[config.mk]
export PLATFORM = sky130hd
export DESIGN_NAME = fft_ctrl
export DESIGN_NICKNAME = d
export VERILOG_FILES = /design/src/rtl/fft_ctrl_pkg.sv /design/src/rtl/fft_ctrl_demux.sv /design/src/rtl/fft_ctrl.sv
export SDC_FILE = /design/constraint.sdc
export NUM_CORES = 1
export LEC_CHECK = 0
export ABC_AREA = 1
export BUFFER_PORTS_ARGS = -buffer_cell sky130_fd_sc_hd__buf_2
export CORE_MARGIN = 1
export CORE_UTILIZATION = 55
export CTS_CLUSTER_DIAMETER = 40
export DETAILED_ROUTE_END_ITERATION = 16
export GPL_ROUTABILITY_DRIVEN = 0
export MAX_ROUTING_LAYER = met4
export PLACE_DENSITY_LB_ADDON = 0.2
export SKIP_LAST_GASP = 1
export SYNTH_ARGS = -nofsm -noshare
export SYNTH_HDL_FRONTEND = slang
export SYNTH_SLANG_ARGS = --single-unit
[constraint.sdc]
create_clock -name clk_i -period 3.3 [get_ports clk_i]
set_clock_uncertainty 0.1 [all_clocks]
set_input_delay 0.165 -clock clk_i [delete_from_list [all_inputs] [get_ports clk_i]]
set_output_delay 0.165 -clock clk_i [all_outputs]
set_load 0.02 [all_outputs]
[src/rtl/fft_ctrl_pkg.sv]
// Shared constants for the FFT sequencer: state encoding, engine selects
// and error codes.
package fft_ctrl_pkg;

   typedef enum logic [1:0] {
      CTRL_IDLE   = 2'b00,
      CTRL_LAUNCH = 2'b01,
      CTRL_WAIT   = 2'b10,
      CTRL_DONE   = 2'b11
   } ctrl_state_t;

   localparam logic [1:0] START_FFT8  = 2'b00;
   localparam logic [1:0] START_FFT16 = 2'b01;
   localparam logic [1:0] START_FFT32 = 2'b10;
   localparam logic [1:0] SEL_ILLEGAL = 2'b11;

   localparam logic [1:0] ERR_NONE    = 2'b00;
   localparam logic [1:0] ERR_SEL     = 2'b01;
   localparam logic [1:0] ERR_TIMEOUT = 2'b10;

endpackage

[src/rtl/fft_ctrl_demux.sv]
// Decodes an engine select into a one-hot launch vector
// (bit 0 = FFT8, bit 1 = FFT16, bit 2 = FFT32).
module fft_ctrl_demux
   import fft_ctrl_pkg::*;
(
   input  logic       en,
   input  logic [1:0] sel,
   output logic [2:0] start
);

   // The illegal select never reaches here while enabled, but decodes to nothing anyway.
   always_comb begin
      start = 3'b000;
      if (en) begin
         case (sel)
            START_FFT8:  start[0] = 1'b1;
            START_FFT16: start[1] = 1'b1;
            START_FFT32: start[2] = 1'b1;
            default:     start    = 3'b000;
         endcase
      end
   end

endmodule

[src/rtl/fft_ctrl.sv]
// Sequencer that launches one radix-2 FFT engine per request, waits for
// its done pulse with an optional timeout, and reports status to the host.
module fft_ctrl
   import fft_ctrl_pkg::*;
#(
   parameter int TIMEOUT_CYCLES = 4096,
   parameter int CNT_W          = 13
) (
   input  logic       clk_i,
   input  logic       rst_i,
   input  logic       start_i,
   input  logic [1:0] fft_select_i,
   input  logic       done_fft8_i,
   input  logic       done_fft16_i,
   input  logic       done_fft32_i,
   output logic       start_fft8_o,
   output logic       start_fft16_o,
   output logic       start_fft32_o,
   output logic [1:0] active_sel_o,
   output logic       busy_o,
   output logic       done_o,
   output logic [1:0] err_o
);

   localparam bit             TIMEOUT_EN   = (TIMEOUT_CYCLES != 0);
   localparam logic [CNT_W-1:0] TIMEOUT_LOAD = CNT_W'(TIMEOUT_CYCLES);
   localparam logic [CNT_W-1:0] CNT_ONE      = CNT_W'(1);

   ctrl_state_t      state, state_next;
   logic [CNT_W-1:0] count, count_next;
   logic [1:0]       sel_next;
   logic [1:0]       err_next;
   logic             done_sel;
   logic [2:0]       launch_vec;

   // Only the engine that was actually launched can complete the job.
   always_comb begin
      done_sel = 1'b0;
      case (active_sel_o)
         START_FFT8:  done_sel = done_fft8_i;
         START_FFT16: done_sel = done_fft16_i;
         START_FFT32: done_sel = done_fft32_i;
         default:     done_sel = 1'b0;
      endcase
   end

   always_comb begin
      state_next = state;
      count_next = count;
      sel_next   = active_sel_o;
      err_next   = ERR_NONE;
      case (state)
         CTRL_IDLE: begin
            if (start_i) begin
               if (fft_select_i == SEL_ILLEGAL) begin
                  err_next = ERR_SEL;
               end else begin
                  sel_next   = fft_select_i;
                  state_next = CTRL_LAUNCH;
               end
            end
         end
         CTRL_LAUNCH: begin
            count_next = TIMEOUT_LOAD;
            state_next = CTRL_WAIT;
         end
         CTRL_WAIT: begin
            if (TIMEOUT_EN && (count != '0)) begin
               count_next = count - CNT_ONE;
            end
            // A done arriving on the expiry edge still counts as success.
            if (done_sel) begin
               state_next = CTRL_DONE;
            end else if (TIMEOUT_EN && (count == CNT_ONE)) begin
               err_next   = ERR_TIMEOUT;
               state_next = CTRL_IDLE;
            end
         end
         CTRL_DONE: begin
            state_next = CTRL_IDLE;
         end
         default: begin
            state_next = CTRL_IDLE;
         end
      endcase
   end

   // Decoding from the next state keeps the launch pulse aligned with the LAUNCH cycle.
   fft_ctrl_demux u_demux (
      .en    (state_next == CTRL_LAUNCH),
      .sel   (sel_next),
      .start (launch_vec)
   );

   always_ff @(posedge clk_i or posedge rst_i) begin
      if (rst_i) begin
         state         <= CTRL_IDLE;
         count         <= '0;
         active_sel_o  <= START_FFT8;
         start_fft8_o  <= 1'b0;
         start_fft16_o <= 1'b0;
         start_fft32_o <= 1'b0;
         busy_o        <= 1'b0;
         done_o        <= 1'b0;
         err_o         <= ERR_NONE;
      end else begin
         state         <= state_next;
         count         <= count_next;
         active_sel_o  <= sel_next;
         start_fft8_o  <= launch_vec[0];
         start_fft16_o <= launch_vec[1];
         start_fft32_o <= launch_vec[2];
         busy_o        <= (state_next != CTRL_IDLE);
         done_o        <= (state_next == CTRL_DONE);
         err_o         <= err_next;
      end
   end

endmodule

==> metrics.txt, run 1 <==
number of instances on the worst hold path=3; power density relative to cell area=967 nW/um^2; Clock Power Share=10.8%; net count of the mapped netlist=177; antenna cells=0; summed instance area of the synthesized netlist=1260 sq um; cell repeated most along the worst path=nand2_1; Comb pwr share=53.2%; Hold Crit Start=fft_select_i[0]; drt drc=0; Final Net Count=198; Placed Area=1360 sq um; endpoint type of the worst setup path=flip-flop; number of enable flip-flop cells after synthesis=0; kind of critical path=flip-flop to flip-flop; clock latency at the later pin of the worst-skew pair=0.31 ns; cell internal power dissipation=0.702 mW; largest driver fanout on the critical path=15; proportion of total power due to net switching=48.5%; ys async rst share=100%; most frequent cell after synthesis=nand2_1; result of the run=finished, final reports clean; post-DR vias/cell=5.13; Gates resized, CTS repair=0; Layout Cell Area excl Fill=1410 sq um; final HPWL from detailed placement=1.93 mm; setup slack on the worst flop-to-flop path=1.63 ns; CP peak stage delay=0.45 ns; startpoint of the lowest-slack register-to-register path=count[0]; Die H=49.8 um; required time of the critical path=3.41 ns; Synth-to-Final Area Change=12.2%; CTS sink count=24; starting density of the core=61.0%; number of iterations in the first detailed-routing pass=4; total length of routed wires=2.58 mm; final critical path time including I/O delays and setup=1.67 ns; P_leak=0.763 nW; post-route ant nets=0; placeable core region=2060 sq um; Clk Tree Root Cell=clkbuf_4; count of buffers added by post-CTS timing repair for setup=0; Synth Flop Type=dfrtp_1; worst-case hold path end point=err_o[0]; number of distinct library cells after synthesis=18; DIE AREA=2480 sq um; Clock Path Buffers=2; ranking of synthesized cells by instance count=37 x nand2_1, 32 x nor2_1, 26 x inv_1; Switch Pwr=0.662 mW; drt first-iter violations=35; post-CTS clock slew at the launch and capture registers of the worst setup and hold paths=0.13 ns; cell type with the highest aggregate area in the netlist=dfrtp_1; Avg WL per Cell=12.1 um; number of hold violations in the final report=0; count of pins on the block boundary=17; Synth Area per Inst=7.58 sq um; width of the chip=49.8 um; fraction of final layout cells sized beyond drive strength 1=14.5%; wire length of the first global-routing pass=4.51 mm; VDD IR-drop max=0.727 mV; Total Neg Setup Slack=0 ns; setup-violating endpoint count in the final report=0; synthesized instance count=166; global-route total usage across every layer=24.9%; transition time of the tightest slew-check pin=0.868 ns; portion of the clock cycle consumed by the worst path in the final layout=50.5%; worst hold path type=primary input to flip-flop; port bufs=16; top area cells in the synthesized netlist=dfrtp_1 48%, nand2_1 11%, nor2_1 9.6%; Via Count=1093; share of power burned in registers=36.0%; RSZ-0062 raised after global routing=false; TritonCTS clock tree=built; row cnt=16; worst endpoint data arrival time=1.78 ns; cell type of the slowest stage on the worst timing path=dfrtp_1; largest net degree at the start of global routing=25; number of warnings printed during yosys synthesis=0; capture point of the worst reg-to-reg path=count[5]; synthesized flop and latch total=24; antenna violations before repair=0; Yosys top cell area share=47.8%; kind of start point of the critical path=flip-flop; number of clock buffers inserted by TritonCTS=3; smallest hold slack=0.0252 ns; number of global-route vias before repair=1102; Peak Freq=600 MHz; sum of overflow across all layers after global routing=0; cells along the critical path=inv_1, ha_1, nand2_1, nor2_2, nand2_2, nand2_4, nand2_2, nand2_1, nand2_1; max-slew violation count=0; worst-case headroom to the max-slew limit=42.1%; number of maximum-capacitance constraint violations=0; register area share after synthesis=47.8%; number of cells traversed by the worst register-to-register path=9; count of H-tree levels built during CTS=1; count of hold buffers inserted by post-cts repair=2
[layout make-up]
class,count,area (sq um)
clock buffer,4,36.3
tap,27,33.8
sequential,24,601
inverter,26,97.6
fill,146,651
timing repair buffer,18,100
multi-input combinational,114,543
[worst max-delay path: cells and delay by family (launching register included)]
kind / cells / cell delay, ns
adder cells (fa/ha/maj): 1 / 0.16
buffers and inverters: 1 / 0.11
flip-flops: 1 / 0.45
AND/OR/NAND/NOR: 7 / 0.74
[sequential cells by signal, summed over array words and instances (netlist names)]
signal and cells:
count 13, active_sel_o 2, err_o 2, state 2
busy_o 1, done_o 1, start_fft16_o 1, start_fft32_o 1
start_fft8_o 1
[layout by cell type, fill, tap and decap left out, drive strengths merged]
| master | instances |
|---|---|
| nand2 | 40 |
| nor2 | 36 |
| inv | 26 |
| dfrtp | 24 |
| nand3 | 18 |
| buf | 16 |
| o21ai | 9 |
| clkbuf | 4 |
| xor2 | 3 |
| nor3 | 3 |
| ha | 3 |
| dlygate4sd3 | 2 |
| a21oi | 1 |
| o22ai | 1 |
[worst max path at each step]
stage	startpoint	endpoint	slack, ns	cells after the start
5_1_grt	count[9]	count[5]	1.50	8
4_1_cts	count[0]	count[5]	1.66	9
3_5_place_dp	count[0]	count[5]	1.68	9
3_3_place_gp	count[0]	count[12]	1.72	9
2_1_floorplan	count[0]	count[12]	1.88	9
6_report	count[0]	count[5]	1.63	9
[logic make-up (layout without fill, tap and decap cells)]
logic type                 after synthesis  after routing  synth area share, %
and+or+nand+nor                         97             97                 33.6
buffers and inverters                   28             48                 9.05
DFF                                     24             24                 47.8
AOI/OAI and AO/OA                       11             11                 4.48
adders and majority gates                3              3                 2.99
xor gates and xnor gates                 3              3                 2.09
[power groups by stage]
stage / Combinational, mW / Sequential (mW) / Clock (mW)
after floorplan: 0.534 / 0.520 / 0
after global placement: 0.681 / 0.488 / 0
after detailed placement: 0.713 / 0.495 / 0
after CTS: 0.718 / 0.488 / 0.150
after global routing: 0.824 / 0.502 / 0.166
final: 0.726 / 0.491 / 0.148
[per-stage QoR]
stage | instances | util, % | power, mW | setup WS (ns)
final | 213 | 68.4 | 1.36 | 1.63
after global routing | 213 | 68.4 | 1.49 | 1.50
after CTS | 213 | 68.4 | 1.36 | 1.66
after detailed placement | 207 | 65.7 | 1.21 | 1.68
after global placement | 207 | 65.7 | 1.17 | 1.72
after floorplan | 166 | - | 1.05 | 1.88
[per-layer routing]
layer | GRT usage (%) | vias up | part of all wire [%]
met3 | 6.17 | 2 | 4.6
li1 | - | 546 | -
met1 | 28.9 | 514 | 43
met2 | 42.8 | 31 | 52
met5 | - | - | 0
met4 | 6.19 | 0 | 0.54
No activity file was read; power rests on OpenSTA's default activity.
==> run 2, diff against run 1 <==
clock period = 1.7 ns   (was 3.3 ns; I/O delays follow)
==> metrics.txt, run 2 (synthesis gave the netlist of run 1 again) <==
kind of start point of the critical path=flip-flop; Synth-to-Final Area Change=20.3%; max-slew violation count=0; worst slack at placement=0.0970 ns; DIE AREA=2480 sq um; kind of critical path=flip-flop to flip-flop; count of pins on the block boundary=17; post-CTS clock slew at the launch and capture registers of the worst setup and hold paths=0.15 ns; starting density of the core=61.0%; result of the run=finished, final reports clean; worst hold path type=primary input to flip-flop; number of flip-flops under the largest register name=13; count of filler cells inserted in the layout=150; transition time of the tightest slew-check pin=0.304 ns; clock latency at the later pin of the worst-skew pair=0.33 ns; antenna violations before repair=0; width of the chip=49.8 um; Peak Freq=616 MHz; most frequent cells in the layout=37 x nand2_1, 29 x nor2_1, 26 x inv_1; port bufs=16; number of hold violations in the final report=0; post-route insts no fill=222; cell type of the slowest stage on the worst timing path=dfrtp_1; final critical path time including I/O delays and setup=1.62 ns; Clock Path Buffers=2; row cnt=16; worst endpoint data arrival time=1.75 ns; sequential standard cell area=601 sq um; P_leak=0.807 nW; power density relative to cell area=1930 nW/um^2; sum of overflow across all layers after global routing=0; multi-input combinational cell area=553 sq um; required time of the critical path=1.83 ns; setup ws final=0.0769 ns; antenna cells=0; Die H=49.8 um; Largest Register=count; number of instances on the worst hold path=5; total length of routed wires=2.78 mm; drt first-iter violations=37; Clk Tree Root Cell=clkbuf_4; largest driver fanout on the critical path=15; Via Count=1139; cells along the critical path=inv_1, ha_1, nand2_1, nor2_2, nand2_2, nand2_4, nand2_2, nand3_1, nand2_1; VDD IR-drop max=1.15 mV; number of iterations in the first detailed-routing pass=5; post-DR vias/cell=5.13; most common cell after layout, fill and taps aside=nand2_1; CTS sink count=24; wire length of the first global-routing pass=4.53 mm; fraction of final layout cells sized beyond drive strength 1=19.0%; largest net degree at the start of global routing=25; endpoint type of the worst setup path=flip-flop; placeable core region=2060 sq um; number of global-route vias before repair=1097; Avg WL per Cell=12.5 um; drt drc=0; number of cells traversed by the worst register-to-register path=9; post-route ant nets=0; post-placement cell count=211; worst-case headroom to the max-slew limit=79.7%; number of maximum-capacitance constraint violations=0; number of clock buffers inserted by TritonCTS=3; Final Net Count=207; portion of the clock cycle consumed by the worst path in the final layout=95.5%; final HPWL from detailed placement=1.91 mm; TritonCTS clock tree=built; setup-violating endpoint count in the final report=0; global-route total usage across every layer=25.0%; count of H-tree levels built during CTS=1; CP peak stage delay=0.44 ns
==> run 2: through the flow <==
step	power [mW]	area (sq um)	utilization, %	hold slack, ns	setup TNS (ns)
after global placement	2.32	1390	67.2	0.0378	0
after floorplan	2.05	1260	-	-0.000378	0
final	2.92	1510	73.4	0.0256	0
after global routing	3.15	1510	73.4	0.0571	-0.00915
after CTS	2.83	1490	72.1	0.0252	0
after detailed placement	2.39	1390	67.2	0.0528	0
==> run 2: power breakdown <==
part / internal, mW / total [mW] / switching (mW)
clock: 0.239 / 0.432 / 0.193
combinational: 0.539 / 1.53 / 0.991
sequential: 0.781 / 0.957 / 0.176
==> run 2: layout make-up <==
type	instances	share of cell area [%]
clock buffer	3	1.49
multi-input combinational	114	36.6
clock inverter	1	1.99
inverter	26	6.45
sequential	24	39.7
tap	27	2.23
timing repair buffer	27	11.6
==> run 2: worst max-delay path: cells and delay by family (launching register included) <==
kind | cells | cell delay [ns]
DFF | 1 | 0.44
adders and majority gates | 1 | 0.15
buffers and inverters | 1 | 0.11
and+or+nand+nor | 7 | 0.72
==> run 2: layer usage <==
metal	vias up	global-route usage [%]	part of all wire, %
met5	-	-	0
met4	0	7.14	0.76
met3	2	3.40	3.1
met2	32	43.9	53
li1	568	-	-
met1	537	29.7	43
==> run 2: timing repair <==
item / in CTS / in global routing
hold buffers: 5 / 0
gates resized for setup: 0 / 4
endpoints found under the hold margin: 28 / 0
setup endpoints to repair: 0 / 4
setup buffers: 0 / 2
==> run 2: path summary, 6_finish.rpt <==
kind                              start   endpoint  slack, ns
max                            count[0]   count[9]       0.08
min                        done_fft32_i     done_o       0.03
max reg2reg                    count[0]   count[9]       0.08
min reg2reg                    count[0]   count[0]       0.44
max in group asynchronous         rst_i  count[10]       1.03
min in group asynchronous         rst_i   count[3]       0.24
==> run 3, diff against run 2 <==
RECOVER_POWER = 50   (was unset)
==> metrics.txt, run 3 (synthesis gave the netlist of run 1 again) <==
result of the run=finished, final reports clean; Clk Tree Root Cell=clkbuf_4; Avg WL per Cell=12.4 um; largest net degree at the start of global routing=25; placeable core region=2060 sq um; post-route ant nets=0; Clock Power Share=14.7%; clock latency at the later pin of the worst-skew pair=0.32 ns; Layout Cell Area excl Fill=1510 sq um; utilization of the core after routing=73.1%; smallest hold slack=0.0297 ns; kind of start point of the critical path=flip-flop; drt first-iter violations=40; transition time of the tightest slew-check pin=0.595 ns; most common cell after layout, fill and taps aside=nand2_1; Synth-to-Final Area Change=19.8%; cell internal power dissipation=1.55 mW; number of hold violations in the final report=0; CTS sink count=24; Clock Path Buffers=2; Comb pwr share=52.4%; TritonCTS clock tree=built; count of H-tree levels built during CTS=1; worst-case headroom to the max-slew limit=60.3%; Hold Crit Start=done_fft32_i; Placed Area=1390 sq um; antenna cells=0; crit path from=count[0]; Largest Register=count; worst hold path type=primary input to flip-flop; Die H=49.8 um; setup-violating endpoint count in the final report=0; Switch Pwr=1.35 mW; largest driver fanout on the critical path=15; endpoint type of the worst setup path=flip-flop; number of global-route vias before repair=1097; total length of routed wires=2.75 mm; sum of overflow across all layers after global routing=0; post-DR vias/cell=5.09; starting density of the core=61.0%; count of pins on the block boundary=17; startpoint of the lowest-slack register-to-register path=count[0]; number of cells traversed by the worst register-to-register path=9; number of clock buffers inserted by TritonCTS=3; global-route total usage across every layer=25.0%; proportion of total power due to net switching=46.6%; worst-case hold path end point=done_o; antenna violations before repair=0; Total Neg Setup Slack=0 ns; final critical path time including I/O delays and setup=1.61 ns; final HPWL from detailed placement=1.91 mm; power density relative to cell area=1930 nW/um^2; DIE AREA=2480 sq um; setup slack on the worst flop-to-flop path=0.09 ns; Via Count=1131; Final Net Count=207; portion of the clock cycle consumed by the worst path in the final layout=94.9%; Peak Freq=620 MHz; number of iterations in the first detailed-routing pass=4; width of the chip=49.8 um; max-slew violation count=0; wire length of the first global-routing pass=4.53 mm; required time of the critical path=1.83 ns; kind of critical path=flip-flop to flip-flop; most frequent cells in the layout=37 x nand2_1, 29 x nor2_1, 26 x inv_1; post-CTS clock slew at the launch and capture registers of the worst setup and hold paths=0.14 ns; VDD IR-drop max=1.15 mV; share of power burned in registers=32.9%; number of maximum-capacitance constraint violations=0; port bufs=16; number of flip-flops under the largest register name=13; drt drc=0; row cnt=16; fraction of final layout cells sized beyond drive strength 1=17.4%; worst endpoint data arrival time=1.74 ns; number of instances on the worst hold path=5; P_leak=0.795 nW; capture point of the worst reg-to-reg path=count[9]
[run 3: changes by cell type in the layout (fill, tap and decap cells not counted)]
cell | previous run | this run
buf_2 | 16 | 13
buf_4 | 6 | 5
clkbuf_2 | 0 | 1
clkbuf_1 | 0 | 3
[run 3: metal layers]
layer / GRT usage (%) / share of wire, %
met1: 29.7 / 42
met4: 7.14 / 1.1
met3: 3.40 / 3.5
met5: - / 0
met2: 43.9 / 53
[run 3: layout make-up]
type,count,area [sq um]
flip-flops and latches,24,601
fillers,152,556
multi-input cells,114,553
repair buffers,27,169
inverters,26,97.6
well taps,27,33.8
clock inverters,1,30.0
clock buffers,3,22.5
[run 3: stage by stage]
stage | std cells | setup WS (ns) | total power, mW
final | 222 | 0.0873 | 2.91
after global routing | 222 | -0.00476 | 3.14
after global placement | 211 | 0.117 | 2.32
after detailed placement | 211 | 0.0970 | 2.39
after CTS | 220 | 0.0845 | 2.83
after floorplan | 166 | 0.285 | 2.05
[run 3: how the worst max path moves through the flow]
stage                      endpoint  slack (ns)
final                      count[9]        0.09
after global routing       count[9]      -0.005
after CTS                 count[12]        0.08
after detailed placement  count[12]         0.1
after global placement    count[12]        0.12
after floorplan           count[12]        0.28
[run 3: power groups by stage]
stage	Clock, mW	Combinational (mW)	Sequential, mW
floorplan	0	1.04	1.01
global placement	0	1.37	0.947
detailed placement	0	1.43	0.965
CTS	0.429	1.44	0.954
global route	0.444	1.72	0.976
finish	0.426	1.52	0.956
[run 3: what timing repair did]
item,CTS,global route
hold endpoints to repair,28,0
hold buffers,5,0
gates resized for setup,0,4
buffers inserted,0,2
endpoints found under the setup margin,0,4
[run 3: critical path, stage by stage, from the launching register on]
cell and delay [ns]:
dfrtp_1 0.44, inv_1 0.11, ha_1 0.15, nand2_1 0.06, nor2_2 0.12, nand2_2 0.08
nand2_4 0.16, nand2_2 0.12, nand3_1 0.11, nand2_1 0.06
